[src/rtl/hex_counter_display.sv]
`timescale 1ns/1ps
// N-digit up/down hex/BCD counter with prescaler and active-low seven-segment drive.
// Latency: count and wrap update on the edge ending a tick/load cycle; hex follows count one cycle later.
// Backpressure: none; en=0 freezes prescaler and counter, and load always wins over a tick.
module hex_counter_display #(
    parameter int NUM_DIGITS = 2,
    parameter int DIV        = 50_000_000
) (
    input  logic                      clk,
    input  logic                      rst_n,
    input  logic                      en,
    input  logic                      up,
    input  logic                      bcd_mode,
    input  logic                      load,
    input  logic [4*NUM_DIGITS-1:0]   load_val,
    input  logic                      blank_lz,
    output logic [4*NUM_DIGITS-1:0]   count,
    output logic                      tick,
    output logic                      wrap,
    output logic [7*NUM_DIGITS-1:0]   hex
);

    localparam int CW = 4 * NUM_DIGITS;
    localparam int HW = 7 * NUM_DIGITS;
    localparam int PW = (DIV > 1) ? $clog2(DIV) : 1;
    localparam logic [PW-1:0] P_MAX = PW'(DIV - 1);
    localparam logic [6:0] SEG_BLANK = 7'b1111111;
    localparam logic [6:0] SEG_ZERO  = 7'b1000000;

    logic [PW-1:0] p;
    logic [CW-1:0] step_val;
    logic          step_wrap;
    logic          carry;
    logic [3:0]    digit;
    logic [CW-1:0] load_clamped;
    logic [HW-1:0] hex_nxt;
    logic          higher_zero;

    // Active-low gfedcba pattern for one nibble.
    function automatic logic [6:0] seg7(input logic [3:0] d);
        logic [6:0] s;
        case (d)
            4'h0:    s = 7'b1000000;
            4'h1:    s = 7'b1111001;
            4'h2:    s = 7'b0100100;
            4'h3:    s = 7'b0110000;
            4'h4:    s = 7'b0011001;
            4'h5:    s = 7'b0010010;
            4'h6:    s = 7'b0000010;
            4'h7:    s = 7'b1111000;
            4'h8:    s = 7'b0000000;
            4'h9:    s = 7'b0010000;
            4'hA:    s = 7'b0001000;
            4'hB:    s = 7'b0000011;
            4'hC:    s = 7'b1000110;
            4'hD:    s = 7'b0100001;
            4'hE:    s = 7'b0000110;
            default: s = 7'b0001110;
        endcase
        return s;
    endfunction

    // The step is taken only in the last enabled cycle of each prescaler period.
    assign tick = en && (p == P_MAX);

    // Next count value for a step; BCD uses a per-digit ripple carry/borrow.
    always_comb begin
        step_val  = count;
        step_wrap = 1'b0;
        carry     = 1'b1;
        digit     = 4'd0;
        if (!bcd_mode) begin
            if (up) begin
                {step_wrap, step_val} = {1'b0, count} + (CW+1)'(1);
            end else begin
                step_val  = count - CW'(1);
                step_wrap = (count == '0);
            end
        end else begin
            for (int i = 0; i < NUM_DIGITS; i++) begin
                digit = count[4*i +: 4];
                if (carry) begin
                    if (up) begin
                        if (digit >= 4'd9) begin
                            step_val[4*i +: 4] = 4'd0;
                        end else begin
                            step_val[4*i +: 4] = digit + 4'd1;
                            carry = 1'b0;
                        end
                    end else begin
                        if (digit == 4'd0) begin
                            step_val[4*i +: 4] = 4'd9;
                        end else if (digit > 4'd9) begin
                            // Leftover hex digit snaps to 9 without borrowing.
                            step_val[4*i +: 4] = 4'd9;
                            carry = 1'b0;
                        end else begin
                            step_val[4*i +: 4] = digit - 4'd1;
                            carry = 1'b0;
                        end
                    end
                end
            end
            step_wrap = carry;
        end
    end

    // Load value, with non-decimal nibbles clamped to 9 in BCD mode.
    always_comb begin
        load_clamped = load_val;
        for (int i = 0; i < NUM_DIGITS; i++) begin
            if (bcd_mode && (load_val[4*i +: 4] > 4'd9)) begin
                load_clamped[4*i +: 4] = 4'd9;
            end
        end
    end

    // Segment image of the current count; scan from the top digit to find leading zeros.
    always_comb begin
        hex_nxt     = '0;
        higher_zero = 1'b1;
        for (int i = NUM_DIGITS - 1; i >= 0; i--) begin
            higher_zero = higher_zero && (count[4*i +: 4] == 4'd0);
            if (blank_lz && (i > 0) && higher_zero) begin
                hex_nxt[7*i +: 7] = SEG_BLANK;
            end else begin
                hex_nxt[7*i +: 7] = seg7(count[4*i +: 4]);
            end
        end
    end

    // Prescaler: restarts on load, holds while disabled, wraps after DIV-1.
    always_ff @(posedge clk or negedge rst_n) begin
        if (!rst_n) begin
            p <= '0;
        end else if (load) begin
            p <= '0;
        end else if (en) begin
            p <= (p == P_MAX) ? '0 : p + PW'(1);
        end
    end

    // Counter and wrap pulse; load has priority over a tick.
    always_ff @(posedge clk or negedge rst_n) begin
        if (!rst_n) begin
            count <= '0;
            wrap  <= 1'b0;
        end else if (load) begin
            count <= load_clamped;
            wrap  <= 1'b0;
        end else if (tick) begin
            count <= step_val;
            wrap  <= step_wrap;
        end else begin
            wrap  <= 1'b0;
        end
    end

    // Registered segment outputs; reset shows unblanked zeros on every digit.
    always_ff @(posedge clk or negedge rst_n) begin
        if (!rst_n) begin
            hex <= {NUM_DIGITS{SEG_ZERO}};
        end else begin
            hex <= hex_nxt;
        end
    end

endmodule

[config.mk]
export PLATFORM = sky130hd
export DESIGN_NAME = hex_counter_display
export DESIGN_NICKNAME = d
export VERILOG_FILES = /design/src/rtl/hex_counter_display.sv
export SDC_FILE = /design/constraint.sdc
export NUM_CORES = 1
export LEC_CHECK = 0
export ABC_CLOCK_PERIOD_IN_PS = 3500
export CORE_MARGIN = 2
export CORE_UTILIZATION = 61
export DETAILED_ROUTE_END_ITERATION = 16
export PLACE_DENSITY = 0.86
export SYNTH_ARGS = -nofsm -noshare
export SYNTH_HDL_FRONTEND = slang
export SYNTH_SLANG_ARGS = --single-unit
[constraint.sdc]
create_clock -name clk -period 3.5 [get_ports clk]
set_input_delay 0.7 -clock clk [delete_from_list [all_inputs] [get_ports clk]]
set_output_delay 0.7 -clock clk [all_outputs]
set_load 0.005 [all_outputs]
# ---- Word level (Yosys, flattened, before mapping)
# Memories as Yosys holds them, arrays and structs flattened. A register that Yosys moved wholly into a read port is not among the register bits.
# Cells that the tools add are included.
dict set report totals {
  register_bits 49
  romBits 224
  in_bits 15
  out_inout_bits 24
  wordCells 64
  memories 2
}
dict set report op_classes {
  add_sub_neg 7
  n_lt_le_gt_ge 6
  n_eq_ne 2
  mux 31
  reduce_logical 11
}
# memory depth width rd rd_ports_with_merged_regs wr line_no
set mem_list {}
lappend mem_list {{(no name shown)} 16 7 1 0 0 42} ;# case (d)
lappend mem_list {{(no name shown)} 16 7 1 1 0 42}
# op count
set ops {}
lappend ops {{$mux 26} 3}
lappend ops {{$mux 4} 11}
lappend ops {{$mux 8} 4}
lappend ops {{$add 26x1->26 const B} 1}
lappend ops {{$eq 26x26->1 const B} 1}
lappend ops {{$gt 4x4->1 const B} 4}
lappend ops {{$mux 1} 12}
lappend ops {{$add 8x1->9 const B} 1}
lappend ops {{$add 4x1->4 const B} 2}
lappend ops {{$ge 4x4->1 const B} 2}
lappend ops {{$logic_not 4->1} 2}
lappend ops {{$logic_not 8->1} 1}
lappend ops {{$sub 4x1->4 const B} 2}
lappend ops {{$sub 8x1->8 const B} 1}
lappend ops {{$mux 7} 1}
lappend ops {{$logic_and 1x1->1} 4}
lappend ops {{$reduce_bool 2->1} 2}
lappend ops {{$ne 3x1->1 const B} 1}
lappend ops {{$reduce_and 2->1} 1}
lappend ops {{$logic_not 1->1} 1}

# ---- Logic depth before layout (Yosys ltp)
# Gate-level depths: netlist of the first run.
dict set report depth {
  ltp_word 8
  mapped_depth 9
  depth_no_buf 7
}

# ---- Worst setup path after synthesis of the first run
# No wires, ideal clock.
dict set report synth_path {
  kind {register -> register}
  from {register count[0]}
  to {register count[6]}
  t_arrival_ps 2106
  required_ps 3374
  path_slack_ps 1268
  path_stages_with_launch 8
  cell_sequence {dfrtp_1 -> clkbuf_1 -> inv_1 -> ha_1 -> or4b_1 -> o211ai_1 -> a41oi_2 -> o32a_1}
}
dict set report synth_via {
  elab_chain_cells 6
  elab_cells_between_ends 14
  classes_between {add/sub (2); order compare (1); eq/ne (1); mux (8); reduce/logical (2)}
}
# item line_no
set synth_rtl {}
lappend synth_rtl {{start: declaration} 17} ;# output logic [4*NUM_DIGITS-1:0] count,
lappend synth_rtl {{start signal: assignment} 149} ;# count <= load_clamped;
lappend synth_rtl {{start signal: assignment} 152} ;# count <= step_val;
lappend synth_rtl {{$ge 4x4->1 or $logic_not 4->1 (tied branches)} --}
lappend synth_rtl {{$mux 1 (on tied branches)} {84, 91}}
lappend synth_rtl {{$mux 1} 83} ;# if (up) begin
lappend synth_rtl {{$mux 1} 72} ;# if (!bcd_mode) begin
lappend synth_rtl {{$ne 3x1->1 (no line)} --}
lappend synth_rtl {{$reduce_and 2->1 (no line)} --}
# Several ways; a longest one is shown, not always the timed one. The select of a mux whose other input is x is not followed.
# A chain may end at the register's enable or synchronous reset.

# ---- Final worst setup path of the first run
dict set report layout_path {
  from {register p[16]}
  to {output tick}
}
dict set report layout_via {
  elab_chain_cells 2
}
# item line_no
set layout_rtl {}
lappend layout_rtl {{start: declaration} 30} ;# logic [PW-1:0] p;
lappend layout_rtl {{start signal: assignment} 139} ;# p <= (p == P_MAX) ? '0 : p + PW'(1);
lappend layout_rtl {{$eq 26x26->1} 64} ;# assign tick = en && (p == P_MAX);
lappend layout_rtl {{$logic_and 1x1->1} 64}
lappend layout_rtl {{end: declaration} 18} ;# output logic tick,
# Every way passes these cells.

==> impl.org, run 1 <==
** Synthesis
- Summed over its instances, the top area cell type makes up 34.3% of the synthesized netlist area.
- Async set-reset flop share out of synthesis :: 100%
- Library cell with the largest summed area after synthesis :: sky130_fd_sc_hd__dfrtp_1
- Count of mapped cells out of synthesis :: 392
- The cell area that synthesis handed to floorplanning was 3420 um2.
- Number of synthesized register bits :: 49
- In the synthesized netlist the dominant register cell turns out to be sky130_fd_sc_hd__dfrtp_1.
- EDFF count, synth :: 0
- Net count after synthesis :: 421
- Library cells used by synthesis :: 73
- Sorting the synthesized cells by area gives the leading types as sky130_fd_sc_hd__dfrtp_1, sky130_fd_sc_hd__ha_1, sky130_fd_sc_hd__nor2_1.
- Warnings, synthesis :: 0
- After synthesis, flip-flops and latches occupy 35.9% of the total area.
- Each instance of the synthesized netlist takes up on average 8.74 um2.

** Drt
- Summed over all layers, the routed wires come to 8.71 mm.
- Wire per inst :: 17.7 um
- First drt pass iteration count :: 6
- For this block, the initial DRC count from the detailed router was 449.
- The detail route stage leaves a number of antenna-violating nets equal to 0.
- Remaining routing DRC violations :: 0
- The detailed router placed 3283 vias in this run.
- Detail-routed via count per cell :: 6.69

** Placed design
- Global placement routability congestion :: 0.955
- The count of buffers added on input and output ports is 38.
- After legalization and detailed placement, the total HPWL measured 6.02 mm.

** Global route
- In the global route stage, overall resource usage came out at 29.1%.
- Vias in the first global route :: 3064
- Entering global routing, the biggest net connects 50 pins.
- Summed over all layers, the global routing overflow is 0.
- Wire length of the first global-routing pass :: 14.6 mm
- Number of antenna violations at the first check in global routing :: 0

** Critical path
- Start-to-end type of the worst setup path :: flop to primary output
- Data on the critical path is required at its endpoint by 2.80 ns.
- Crit start category :: flop
- Largest driver fanout on the critical path :: 7
- STA classifies the critical path endpoint as a primary output.
- Data arrives at the worst endpoint at 2.35 ns.

** Clock tree
- TritonCTS built the clock tree.
- Hold repair after CTS inserted 0 buffers.
- CTS sink count :: 49
- Total of cells resized after clock tree synthesis :: 0
- Clock transition at the register clock pins on the worst setup and hold paths after CTS :: 0.10 ns
- Post-CTS setup repair buffer count :: 0
- Clk buf depth :: 2
- Clock Latency Late Sink :: 0.31 ns
- CTS H-tree lvls :: 2
- Buffers inserted during clock tree synthesis total 5.
- Clock Root Buffer :: sky130_fd_sc_hd__clkbuf_8

** Timing
- In this run the tightest slew margin relative to its limit is 29.3%.
- The final critical path takes up 87.0% of the cycle.
- Crit path time final :: 3.05 ns
- For the final database, setup skew stands at 0.0128 ns.
- Final-report hold violation count :: 0
- The number of pins exceeding their max-slew limit in the final report came to 0.
- Based on the critical path, the design can be clocked at up to 0.328 GHz.
- # setup viols final :: 0
- For the pin with the worst max-slew slack, the measured transition is 1.06 ns.
- Setup repair after global routing left no endpoint under its margin.
- Final setup TNS :: 0 ns

** Min path
- Type of the most critical hold path :: input pin to asynchronous set/reset pin

** Run status
- The flow ran to the end, and the final reports show no timing, DRC or antenna violations.

** Finish
- Top library cells by usage in the layout, fill and taps aside :: sky130_fd_sc_hd__dfrtp_1, sky130_fd_sc_hd__nor2_1, sky130_fd_sc_hd__clkdlybuf4s50_1
- Antenna cells :: 0
- From synthesis to final layout, the design area changed by 15.7%.
- Cells with a size suffix above 1 make up 8.35% of the layout.
- Leaving out fill and tap cells, the most frequent cell in the layout is sky130_fd_sc_hd__dfrtp_1.
- Final nets :: 447

** Flow run
- Max Cap Violations :: 0

** Floorplan
- Initial cell density of the core :: 62.6%
- Die Y-Extent :: 78.9 um
- Chip width :: 78.9 um
- Row count :: 27
- Total I/O pin count :: 39
- Placeable core region :: 5470 um2
- The die covers 6230 um2.

** Power and ir drop
- For this design the ratio of total power to cell area is 409 nW/um2.
- Worst vdd rail ir drop :: 0.251 mV
- Leak :: 1.57 nW
- The design draws 1.62 mW.
-- kinds of logic (layout without fill, tap and decap cells) --
kind of cell               count (synthesis)  in the layout  share of synthesized area [%]
AOI/OAI and AO/OA                         99             99                           20.0
xor gates and xnor gates                  18             18                           4.60
adders and majority gates                 14             14                           5.12
buffers and inverters                     41             68                           4.60
DFF                                       49             49                           35.9
muxes                                      9              9                           3.07
and+or+nand+nor                          162            162                           26.7
-- layout make-up --
type / count / area [um2]
clock inverter: 3 / 65.1
tap: 72 / 90.1
multi-input combinational: 302 / 2040
fill: 408 / 1510
sequential: 49 / 1230
inverter: 18 / 67.6
timing repair buffer: 42 / 405
clock buffer: 5 / 68.8
-- where the power goes --
group	switching (mW)	internal (mW)
Combinational	0.213	0.227
Sequential	0.0787	0.623
Clock	0.197	0.284
Total	0.489	1.13
-- synth_stat cells, types with 3 or more instances --
master	n
sky130_fd_sc_hd__dfrtp_1	47
sky130_fd_sc_hd__nor2_1	40
sky130_fd_sc_hd__nand2_1	30
sky130_fd_sc_hd__a21oi_1	22
sky130_fd_sc_hd__nand3_1	19
sky130_fd_sc_hd__inv_1	17
sky130_fd_sc_hd__clkbuf_1	16
sky130_fd_sc_hd__o21ai_0	15
sky130_fd_sc_hd__ha_1	14
sky130_fd_sc_hd__nor3_1	13
sky130_fd_sc_hd__xnor2_1	11
sky130_fd_sc_hd__nand4_1	9
sky130_fd_sc_hd__xor2_1	7
sky130_fd_sc_hd__a31oi_1	6
sky130_fd_sc_hd__mux2i_1	6
sky130_fd_sc_hd__o211ai_1	6
sky130_fd_sc_hd__o22ai_1	6
sky130_fd_sc_hd__nor4b_1	5
sky130_fd_sc_hd__and3_1	4
sky130_fd_sc_hd__buf_1	4
sky130_fd_sc_hd__nor4_1	4
sky130_fd_sc_hd__o21ai_1	4
sky130_fd_sc_hd__and4b_1	3
sky130_fd_sc_hd__buf_2	3
sky130_fd_sc_hd__nand2b_1	3
sky130_fd_sc_hd__nor3b_1	3
sky130_fd_sc_hd__nor4_2	3
sky130_fd_sc_hd__o21a_1	3
sky130_fd_sc_hd__or3_1	3
-- layer usage --
layer / part of all wire [%] / GRT usage, %
met1: 41 / 37.3
met2: 51 / 51.7
met3: 7.0 / 4.43
met4: 1.4 / 7.24
met5: 0 / 0
-- worst paths after layout --
check	end	from	cells after the start	slack (ns)
max	tick	p[16]	4	0.45
min	hex[5]	rst_n	1	0.58
max reg2reg	count[6]	count[1]	6	1.00
min reg2reg	p[23]	p[23]	2	0.58
max in group asynchronous	count[3]	rst_n	1	2.26
min in group clk	p[23]	p[23]	2	0.58
-- critical path, cell delays in order (launching register included) --
cell	delay, ns
sky130_fd_sc_hd__dfrtp_1	0.47
sky130_fd_sc_hd__or4b_4	0.57
sky130_fd_sc_hd__nor2_1	0.25
sky130_fd_sc_hd__and3_1	0.24
sky130_fd_sc_hd__clkdlybuf4s50_1	0.51
-- per-stage QoR --
stage / setup WS (ns) / instances / area, um2 / hold slack [ns] / util [%]
2_1_floorplan: 1.27 / 392 / 3420 / 0.404 / -
3_3_place_gp: 0.543 / 483 / 3830 / 0.545 / 70.0
3_5_place_dp: 0.505 / 483 / 3830 / 0.560 / 70.0
4_1_cts: 0.483 / 491 / 3960 / 0.582 / 72.4
5_1_grt: 0.369 / 491 / 3960 / 0.609 / 72.4
6_report: 0.453 / 491 / 3960 / 0.577 / 72.4
-- registers in the layout (all words and copies together) (netlist names) --
| register | flops |
|---|---|
| hex | 14 |
| wrap | 1 |
| p | 26 |
| count | 8 |
No activity file was read; power rests on OpenSTA's default activity.
==> run 2: changes to the inputs <==
Settings changed: CORE_MARGIN 2 to default.
==> run 2 against run 1 <==
Sequential share of layout area rose by 0.26 points; sequential power barely moved; largest cell class unchanged; largest power group unchanged; clock skew fell by 0.0017 ns; worst setup slack improved by 0.039 ns; hold slack got worse by 0.0018 ns; highest routed layer unchanged; via count fell by 2.2%.
==> impl.org, run 2 (same netlist as run 1, synthesis figures left out) <==
** Floorplan
- Total I/O pin count :: 39
- Initial cell density of the core :: 65.0%
- Placeable core region :: 5270 um2
- Full die area :: 5920 um2
- Die Y-Extent :: 76.9 um
- Row count :: 26
- The floorplan step set the die width to 76.9 um.

** Run status
- The flow ran to the end, and the final reports show no timing, DRC or antenna violations.

** Power and ir drop
- Per report_power, the clock group accounts for 24.0% of the total.
- Part of the power in registers :: 46.7%
- Leak :: 1.56 nW
- Pint :: 1.01 mW
- Total power for the finished layout comes to 1.50 mW.
- Dividing total power by cell area gives a power density of 382 nW/um2.
- Psw :: 490 uW
- Combinational logic is responsible for 29.3% of the overall power.
- Net switching share of the total power :: 32.7%
- Worst vdd rail ir drop :: 0.289 mV

** Finish
- Number of flip-flops in the largest register :: 26
- Fraction of final layout cells sized beyond drive strength 1 :: 8.57%
- Layout filler cell count :: 409
- Top library cells by usage in the layout, fill and taps aside :: sky130_fd_sc_hd__dfrtp_1, sky130_fd_sc_hd__nor2_1, sky130_fd_sc_hd__clkdlybuf4s50_1
- Final nets :: 448
- The sequential cells in the finished layout cover a total of 1230 um2.
- Reg with most FFs :: p
- Summing all multi-input logic gate instances after layout gives 2040 um2.
- Antenna cells :: 0
- Leaving out fill and tap cells, the most frequent cell in the layout is sky130_fd_sc_hd__dfrtp_1.
- Top flop regs :: p x26, hex x14, count x8
- Relative to the synthesized area, the layout overhead comes to 14.8%.

** Clock tree
- In this run the post-CTS setup repair buffer count came out at 0.
- In this run the deepest clock path goes through 2 buffers.
- The tree is rooted in a sky130_fd_sc_hd__clkbuf_8.
- Post-CTS Hold Buffers :: 0
- CTS sink count :: 49
- Clock transition at the register clock pins on the worst setup and hold paths after CTS :: 0.08 ns
- CTS H-tree lvls :: 2
- Clock latency on the worst-skew pair, taken at its later pin, is 0.32 ns.
- CTS tree :: done
- Number of buffers created by CTS :: 5
- Once the clock tree was built, the resizer swapped 0 gates to a different size.

** Timing
- For the pin with the worst max-slew slack, the measured transition is 1.08 ns.
- In the finished design, the share of the clock period the worst path needs comes to 85.9%.
- Final setup TNS :: 0 ns
- Setup repair after global routing left no endpoint under its margin.
- Subtracting the final worst setup slack from the clock period gives 3.01 ns.
- Worst slew slack as a fraction of its limit :: 28.2%
- The number of pins exceeding their max-slew limit in the final report is 0.
- On the final layout, the worst clock skew is 0.0111 ns.
- Setup violations remaining at the end of the flow were counted as 0.
- The final count of hold timing violations was 0.
- Maximum clock frequency :: 0.333 GHz

** Critical path
- Largest driver fanout on the critical path :: 5
- Peak per-stage delay on the critical path :: 0.51 ns
- Highest-delay cell along the critical path :: sky130_fd_sc_hd__clkdlybuf4s50_1
- By startpoint and endpoint, the worst setup path is classified as input pin to primary output.
- Among the stages of the critical path, the cell type that occurs most often is sky130_fd_sc_hd__clkdlybuf4s50_1.
- The kind of cell with the highest combined delay along the critical path is buffers and inverters.
- The worst setup path is captured at a primary output.
- Crit start category :: input pin
- Critical-path cell list :: clkdlybuf4s50_1, inv_1, nor3_1, and3_1, clkdlybuf4s50_1
- Data arrival at the endpoint of the critical path :: 2.31 ns
- Required time of the worst setup path :: 2.80 ns
- Crit path buf inv count :: 3

** Drt
- The detailed router used layers up to and including met4.
- The routed design uses 652 um of met3 wire.
- Violation count after the first detailed-route iteration :: 308
- Dividing the detail-routed via count by the number of cells gives 6.55.
- In the final routed layout, each cell accounts on average for 17.1 um.
- Count of vias placed by the detailed router :: 3211
- Once detail routing completed, the nets flagged for antenna violations numbered 0.
- Routed Wire Length :: 8.38 mm
- Total met2 wirelength after detailed routing :: 3.76 mm
- Wl on met1 :: 3.86 mm
- In the routed design, unresolved DRC markers number 0.
- First drt pass iteration count :: 5

** Min path
- The tightest min-delay check is of the input pin to asynchronous set/reset pin type.

** Placed design
- Global placement routability congestion :: 0.941
- Input and output buffers added on the ports amount to 38.
- Hpwl dp :: 5.94 mm

** Global route
- Vias in the first global route :: 2940
- Total gr overflow :: 0
- Global routing used 30.4% of the available tracks across all layers.
- Number of antenna violations at the first check in global routing :: 0
- Wire length of the first global-routing pass :: 14.3 mm
- Maximum number of pins on one net before global-route repair :: 50

** Flow run
- Across the run, the number of max-cap violations was 0.
## run 2: layout make-up
| cell class | instances | share of cell area [%] |
|---|---|---|
| clock buffer | 6 | 2.10 |
| inverter | 18 | 1.72 |
| sequential | 49 | 31.3 |
| multi-input combinational | 302 | 51.8 |
| timing repair buffer | 43 | 10.5 |
| tap | 70 | 2.23 |
| clock inverter | 2 | 0.350 |
## run 2: through the flow
step / worst slack, ns / instances / cell area (um2) / util [%] / hold WS (ns)
after global routing: 0.383 / 490 / 3930 / 74.6 / 0.611
final: 0.493 / 490 / 3930 / 74.6 / 0.575
after global placement: 0.543 / 482 / 3830 / 72.8 / 0.546
after CTS: 0.504 / 490 / 3930 / 74.6 / 0.572
after floorplan: 1.27 / 392 / 3420 / - / 0.404
after detailed placement: 0.519 / 482 / 3830 / 72.8 / 0.552
## run 2: path summary, 6_finish.rpt
kind / slack, ns / startpoint / to / cells after the start
worst min register to register: 0.58 / p[1] / p[1] / 2
max in group asynchronous: 2.25 / rst_n / count[6] / 1
worst max-delay path: 0.49 / en / tick / 5
worst max register to register: 1.01 / count[0] / count[6] / 6
min in group clk: 0.58 / p[1] / p[1] / 2
worst min-delay path: 0.58 / rst_n / hex[8] / 1
## run 2: power by group through the flow
stage	combinational [mW]	clock (mW)	sequential, mW
2_1_floorplan	0.275	0	0.672
3_3_place_gp	0.425	0	0.706
3_5_place_dp	0.436	0	0.711
4_1_cts	0.438	0.362	0.699
5_1_grt	0.484	0.381	0.710
6_report	0.440	0.360	0.701
## run 2: metal layers
metal | vias to the layer above | GRT usage [%]
met4 | 0 | 10.4
met1 | 1539 | 46.2
met5 | - | 0
met3 | 9 | 3.69
li1 | 1512 | -
met2 | 151 | 44.5
==> run 3: changes to the inputs <==
Settings changed: CORE_MARGIN from default to 5, CORE_UTILIZATION 61 to 30, PLACE_DENSITY 0.86 to default.
==> run 3 against run 2 <==
Die area rose by 130%; critical path depth did not move; highest routed layer unchanged; hold slack got worse by 0.093 ns; worst setup slack worse by 0.070 ns; critical endpoint unchanged; count of clock-buffer cells in the layout grew 1; fmax fell by 2.3%; clock skew is 0.0031 ns lower.
==> impl.org, run 3 (same netlist as run 1, synthesis figures left out) <==
** Timing
- Worst-margin pin slew :: 0.780 ns
- After routing, the total negative slack on setup checks comes to 0 ns.
- # setup viols final :: 0
- Of the available clock period, the critical path in the final layout requires 87.9%.
- Setup repair after global routing left no endpoint under its margin.
- After layout, the minimum clock period comes to 3.08 ns.
- Final-report hold violation count :: 0
- Final Max Tran Viols :: 0
- Fin Clk Skew :: 0.00795 ns
- Maximum clock frequency :: 0.325 GHz
- In this run the tightest slew margin relative to its limit is 48.0%.

** Flow run
- Max Cap Violations :: 0

** Critical path
- By startpoint and endpoint, the worst setup path is classified as input pin to primary output.
- STA puts the critical path data arrival time at 2.38 ns.
- Crit start category :: input pin
- Flop2flop setup slack :: 1.04 ns
- STA classifies the critical path endpoint as a primary output.
- Of all nets on the critical path, the largest fanout is 5.
- Required time of the worst setup path :: 2.80 ns

** Floorplan
- Total I/O pin count :: 39
- In this run the vertical extent of the chip is 117 um.
- Full die area :: 13700 um2
- For this configuration, the core starts out at a cell density of 30.2%.
- Chip width :: 117 um
- Row count :: 39
- After floorplanning, the core was sized to cover 11300 um2.

** Finish
- Leaving out fill and tap cells, the most frequent cells in the layout are sky130_fd_sc_hd__dfrtp_1, sky130_fd_sc_hd__nor2_1, sky130_fd_sc_hd__clkdlybuf4s50_1.
- Reg with most FFs :: p
- Fraction of final layout cells sized beyond drive strength 1 :: 8.31%
- Number of flip-flops in the largest register :: 26
- Excluding fillers, the count of instances in the completed layout stands at 564.
- The library cell used most frequently in the layout, excluding fill and tap cells, is sky130_fd_sc_hd__dfrtp_1.
- The largest registers in the layout are p x26, hex x14, count x8.
- The number of antenna diodes in the final layout is 0.
- Final nets :: 449
- For this run, the share of the core covered by cells in the final layout is 36.0%.
- From synthesis to final layout, the design area changed by 19.0%.

** Drt
- First drt pass iteration count :: 4
- Wires add up to 8.87 mm.
- Violation count after the first detailed-route iteration :: 135
- In the routed layout, each cell is associated on average with a via count of 5.55.
- Wire per inst :: 15.7 um
- Post-DRT Antenna Nets :: 0
- Count of vias placed by the detailed router :: 3129
- In the routed design, unresolved DRC markers number 0.

** Global route
- Summed over all layers, the global routing overflow is 0.
- Aggregate global-route resource usage :: 13.3%
- The initial antenna violation count came to 0.
- Vias in the first global route :: 3115
- Wire length of the first global-routing pass :: 15.0 mm
- Maximum number of pins on one net before global-route repair :: 34

** Placed design
- The congestion estimate from routability-driven global placement came to 0.825.
- Port bufs :: 38
- In this run, placement finished with an instance count of 556.
- Hpwl dp :: 6.37 mm

** Power and ir drop
- IR analysis of the VDD net gives a maximum drop of 0.258 mV.
- Sequential cells burn 43.6% of the power.
- Clock Power Share :: 29.2%
- In this run switching power makes up 30.5% of total power.
- Power density cells :: 395 nW/um2
- Pint :: 1.12 mW
- Psw :: 491 uW
- Relative contribution of combinational cells to total power :: 27.2%
- For this design the static power due to leakage is 1.57 nW.

** Clock tree
- TritonCTS built the clock tree.
- Number of buffers created by CTS :: 5
- Clock Latency Late Sink :: 0.28 ns
- Post-CTS Hold Buffers :: 0
- Counting along the longest clock path gives a buffer depth of 2.
- Clock transition at the register clock pins on the worst setup and hold paths after CTS :: 0.07 ns
- Clock Root Buffer :: sky130_fd_sc_hd__clkbuf_16
- The H-tree was split into 2 levels.
- Post-CTS repair changed the size of 0 cells.
- Post-CTS setup repair buffer count :: 0
- CTS sink count :: 49

** Run status
- The flow ran to the end, and the final reports show no timing, DRC or antenna violations.

** Min path
- Type of the most critical hold path :: input pin to asynchronous set/reset pin
==> run 3: changes by cell type in the layout (fill, tap and decap cells not counted) <==
| cell | before | now |
|---|---|---|
| sky130_fd_sc_hd__clkinvlp_4 | 0 | 1 |
| sky130_fd_sc_hd__clkinv_4 | 1 | 0 |
| sky130_fd_sc_hd__clkbuf_8 | 6 | 0 |
| sky130_fd_sc_hd__clkbuf_16 | 0 | 5 |
| sky130_fd_sc_hd__clkinv_2 | 1 | 0 |
| sky130_fd_sc_hd__clkbuf_1 | 0 | 2 |
| sky130_fd_sc_hd__buf_4 | 5 | 6 |
==> run 3: final cells by class <==
cell class,instances,area [um2]
flip-flops and latches,49,1230
repair buffers,44,420
well taps,143,179
clock inverters,1,7.51
multi-input cells,302,2040
fillers,1163,7250
inverters,18,67.6
clock buffers,7,133
==> run 3: metal layers <==
layer | track usage (%) | wire length, um | vias to the layer above
li1 | - | - | 1511
met1 | 17.3 | 4060 | 1503
met2 | 23.2 | 4270 | 111
met3 | 2.26 | 489 | 4
met4 | 2.98 | 51 | 0
met5 | 0 | 0 | -
==> run 3: per-stage QoR <==
| stage | total power, mW | hold WS (ns) | instance area (um2) | worst slack (ns) |
|---|---|---|---|---|
| global placement | 1.14 | 0.555 | 3930 | 0.430 |
| floorplan | 0.947 | 0.404 | 3420 | 1.27 |
| CTS | 1.63 | 0.511 | 4070 | 0.426 |
| detailed placement | 1.15 | 0.552 | 3930 | 0.424 |
| finish | 1.61 | 0.482 | 4070 | 0.423 |
| global route | 1.71 | 0.556 | 4070 | 0.367 |
==> run 3: power by group through the flow <==
stage	logic (mW)	registers [mW]	clock network (mW)
2_1_floorplan	0.275	0.672	0
4_1_cts	0.441	0.701	0.483
3_5_place_dp	0.439	0.712	0
5_1_grt	0.488	0.711	0.506
3_3_place_gp	0.434	0.709	0
6_report	0.438	0.701	0.470
==> run 3: final timing paths <==
check | start | to | depth (start not counted)
worst max register to register | count[1] | count[7] | 7
worst min register to register | p[23] | p[23] | 2
max in group asynchronous | rst_n | hex[6] | 2
worst max-delay path | en | tick | 5
min in group clk | p[23] | p[23] | 2
worst min-delay path | rst_n | hex[11] | 1
==> run 3: worst max-delay path, stage by stage <==
cell                              delay [ns]
sky130_fd_sc_hd__clkdlybuf4s50_1        0.51
sky130_fd_sc_hd__inv_1                  0.10
sky130_fd_sc_hd__nor3_1                 0.28
sky130_fd_sc_hd__and3_1                 0.26
sky130_fd_sc_hd__clkdlybuf4s50_1        0.53
